`config.mk`:
```
export PLATFORM = sky130hd
export DESIGN_NAME = reg_wb_arbiter
export DESIGN_NICKNAME = d
export VERILOG_FILES = /design/src/rtl/reg_wb_arbiter.sv
export SDC_FILE = /design/constraint.sdc
export NUM_CORES = 1
export LEC_CHECK = 0
export ABC_AREA = 1
export CAP_MARGIN = 10
export CORE_UTILIZATION = 45
export DETAILED_ROUTE_END_ITERATION = 10
export GPL_TIMING_DRIVEN = 1
export PLACE_DENSITY = 0.9
export SLEW_MARGIN = 30
export SYNTH_ARGS = -nofsm -noshare
export SYNTH_HDL_FRONTEND = slang
export SYNTH_SLANG_ARGS = --single-unit
```
`constraint.sdc`:
```
create_clock -name clock -period 4 [get_ports clock]
set_input_delay 0.4 -clock clock [delete_from_list [all_inputs] [get_ports clock]]
set_output_delay 0.4 -clock clock [all_outputs]
set_load 0.05 [all_outputs]
```
`src/rtl/reg_wb_arbiter.sv`:
```
// Two-requester round-robin write-back arbiter feeding one register-file port.
// Address 0 is the hard-wired zero register: accepted, never written.
module reg_wb_arbiter #(
  parameter int BIT = 8,
  parameter int SZB = 4
) (
  input  logic           clock,
  input  logic           reset,
  input  logic           freeze,
  input  logic           req0_valid,
  input  logic [SZB-1:0] req0_addr,
  input  logic [BIT-1:0] req0_data,
  input  logic           req1_valid,
  input  logic [SZB-1:0] req1_addr,
  input  logic [BIT-1:0] req1_data,
  output logic           req0_ready,
  output logic           req1_ready,
  output logic           we,
  output logic [SZB-1:0] addr_rd,
  output logic [BIT-1:0] rd,
  output logic [7:0]     wr_count
);

  logic           r_prio;
  logic           r_we;
  logic [SZB-1:0] r_addr;
  logic [BIT-1:0] r_data;
  logic [7:0]     r_cnt;

  logic           w_gnt0;
  logic           w_gnt1;
  logic           w_xfer;
  logic [SZB-1:0] w_addr;
  logic [BIT-1:0] w_data;
  logic           w_we_nxt;

  // Grant is gated by reset so nothing transfers while it is held.
  always_comb begin
    w_gnt0 = 1'b0;
    w_gnt1 = 1'b0;
    if (!reset && !freeze) begin
      w_gnt0 = req0_valid && (!req1_valid || !r_prio);
      w_gnt1 = req1_valid && (!req0_valid ||  r_prio);
    end
    w_xfer   = w_gnt0 || w_gnt1;
    w_addr   = w_gnt1 ? req1_addr : req0_addr;
    w_data   = w_gnt1 ? req1_data : req0_data;
    w_we_nxt = w_xfer && (w_addr != '0);
  end

  always_ff @(posedge clock or posedge reset) begin
    if (reset) begin
      r_prio <= 1'b0;
      r_we   <= 1'b0;
      r_addr <= '0;
      r_data <= '0;
      r_cnt  <= 8'd0;
    end else begin
      r_we <= w_we_nxt;
      if (w_xfer) begin
        r_addr <= w_addr;
        r_data <= w_data;
        r_prio <= w_gnt0;
      end
      if (w_we_nxt && (r_cnt != 8'hFF))
        r_cnt <= r_cnt + 8'd1;
    end
  end

  assign req0_ready = w_gnt0;
  assign req1_ready = w_gnt1;
  assign we         = r_we;
  assign addr_rd    = r_addr;
  assign rd         = r_data;
  assign wr_count   = r_cnt;

endmodule

```
==> results.tsv <==
stage	metric	value	unit
status	outcome	finished clean	
cts	cts_resized	0	
detailed_routing	drt_pass1_iterations	4	
power_and_ir_drop	p_leak	0.8076	nW
timing	fin_ws	1.307	ns
setup_path	crit_fanout	13	
timing	slew_violations	0	
timing	maxSlewHeadroom	0.4703	
detailed_routing	drt_wl_total	3081	um
final_layout	layout-drive-gt1-share	0.07692	
floorplanning	die_width	53.64	um
setup_path	critical_path_class	input pin to primary output	
timing	min_period_over_period	0.6733	
setup_path	start_kind	input pin	
cts	cts_hold_buf	0	
setup_path	critPathArrivalTime	2.29	ns
global_routing	grt_use_met3	0.02825	
timing	hold_viol	0	
cts	tritoncts.num_buffers	3	
setup_path	cp_slowest_cell	clkdlybuf4s50_1	
placed_design	dpl.hpwl	2406	um
global_routing	grt_pass1_vias	1153	
timing	min_period	2.693	ns
cts	clkLatencyLatePin	0.32	ns
synthesis	yosysUniqueCellTypes	24	
global_routing	use_met2	0.4333	
timing	skew	0.005319	ns
cts	postCtsSetupBuffers	0	
timing	fmax	371.3	MHz
synthesis	syn_inst	144	
final_layout	num-nets-final	226	
global_routing	antenna_found_initial	0	
floorplanning	start_util	0.4800	
cts	cts.sinks	22	
timing	tns	0	ns
synthesis	synth-seq-area-share	0.4588	
detailed_routing	initialDrtViolationCount	27	
cts	cts_tree	done	
detailed_routing	via_count	1185	
cts	htree_levels	1	
setup_path	critPathRequiredTime	3.60	ns
timing	finalSetupViolations	0	
floorplanning	dieHeight	53.64	um
floorplanning	rows	18	
global_routing	grt_overflow	0	
detailed_routing	vias_per_cell	5.267	
synthesis	syn_area_per_cell	8.333	sq um
setup_path	crit_top_cell	clkdlybuf4s50_1	
timing	hold-worst-slack	0.4998	ns
power_and_ir_drop	powerDensity	465.2	nW/um^2
synthesis	syn_nets	174	
setup_path	critPathCaptureType	primary output	
synthesis	netlist_area	1200	sq um
floorplanning	die_area	2877	sq um
detailed_routing	wl_per_cell	13.69	um
setup_path	max_stage_delay	0.83	ns
placed_design	io_buffers	51	
cts	cts_root_buffer	clkbuf_4	
global_routing	grt_use_met1	0.2962	
placed_design	dp_slack	1.336	ns
synthesis	ys_warn_count	0	
floorplanning	ioPinCount	52	
detailed_routing	route.detailed.drc	0	
global_routing	grt_pass1_wl	5078	um
setup_path	reg2reg_depth	7	
cts	cts_buffer_depth	2	
global_routing	grt_max_degree	24	
floorplanning	core_area	2500	sq um
final_layout	insertedDiodeCount	0	
setup_path	path_cells	clkdlybuf4s50_1, nand3_4, clkinv_1, clkdlybuf4s50_1	
global_routing	grt_use_total	0.2452	
timing	worstMarginPinSlew	0.7897	ns
flow_run	maxCapViolCount	0	
detailed_routing	ant_nets	0	
power_and_ir_drop	peakVddDrop	0.0003996	V
cts	clkTransAtPathRegs	0.13	ns
final_layout	synthToLayoutAreaGrowth	46.51	%
placed_design	gp_congestion	0.8187	
timing	grt_setup_unrepaired	false	
hold_path	hold_class	input pin to asynchronous set/reset pin	
synthesis	synth-seq-cells	22	
global_routing	grt_busiest_layer	met2	
-- layout by cell type, fill, tap and decap left out, drive strengths merged --
master	netlist	final
nand3	9	9
xor2	2	2
dfrtp	22	22
ha	1	1
xnor2	3	3
nor2	14	14
clkinv	1	2
o21ai	16	16
clkdlybuf4s50	0	51
nand2	51	51
o21bai	1	1
clkbuf	0	4
a21oi	2	2
inv	7	6
nand4	11	11
-- metrics by stage --
step | cells | power (mW) | cell area (sq um) | util
global placement | 221 | 0.6769 | 1722 | 0.6887
finish | 225 | 0.8178 | 1758 | 0.7032
CTS | 225 | 0.8186 | 1758 | 0.7032
detailed placement | 221 | 0.6926 | 1722 | 0.6887
global route | 225 | 0.8596 | 1758 | 0.7032
floorplan | 144 | 0.5480 | 1200 | -
-- final timing paths --
| check | end | startpoint | slack [ns] |
|---|---|---|---|
| max in group asynchronous | wr_count[4] | reset | 3.12 |
| min in group clock | addr_rd[3] | addr_rd[3] | 0.50 |
| worst max-delay path | req1_ready | req1_valid | 1.31 |
| worst min register to register | addr_rd[3] | addr_rd[3] | 0.50 |
| worst max register to register | wr_count[0] | wr_count[0] | 2.38 |
| worst min-delay path | r_prio | reset | 0.50 |
-- Yosys cell counts (all sizes together) --
| cell type | number | area, sq um |
|---|---|---|
| a21oi | 2 | 10.01 |
| buf | 4 | 26.27 |
| clkinv | 1 | 3.750 |
| dfrtp | 22 | 550.5 |
| ha | 1 | 12.51 |
| inv | 7 | 26.27 |
| nand2 | 51 | 216.5 |
| nand3 | 9 | 75.07 |
| nand4 | 11 | 68.82 |
| nor2 | 14 | 78.83 |
| o21ai | 16 | 80.07 |
| o21bai | 1 | 7.510 |
| xnor2 | 3 | 26.28 |
| xor2 | 2 | 17.52 |
-- where the power goes --
part / switching, mW / leakage, nW / internal (mW)
registers: 0.0421 / 0.279 / 0.266
clock network: 0.0752 / 0.0210 / 0.0557
logic: 0.244 / 0.507 / 0.135
-- routing by layer --
layer	vias to the layer above	share of wire
li1	578	-
met1	548	0.40
met2	50	0.52
met3	9	0.049
met4	0	0.025
met5	-	0
-- flip-flops by register name, summed over array words and instances (netlist names) --
register / flops
rd: 8
wr_count: 8
addr_rd: 4
we: 1
r_prio: 1
-- cell type report --
| class | count | area [sq um] |
|---|---|---|
| clock buffer | 4 | 36.28 |
| fill | 180 | 742.0 |
| inverter | 8 | 30.03 |
| multi-input combinational | 110 | 593.1 |
| sequential | 22 | 550.5 |
| tap | 30 | 37.54 |
| timing repair buffer | 51 | 510.5 |
-- logic make-up after synthesis --
logic type               synth area share
AND/OR/NAND/NOR                    0.3660
XOR/XNOR                          0.03650
flip-flops                         0.4588
AO/OA/AOI/OAI                     0.08133
adder cells (fa/ha/maj)           0.01043
buffers and inverters             0.04691
-- worst max-delay path, delay by kind of cell --
kind	cells	cell delay, ns
simple gates	1	0.21
buf+inv	3	1.68
No activity file was read; power rests on OpenSTA's default activity.
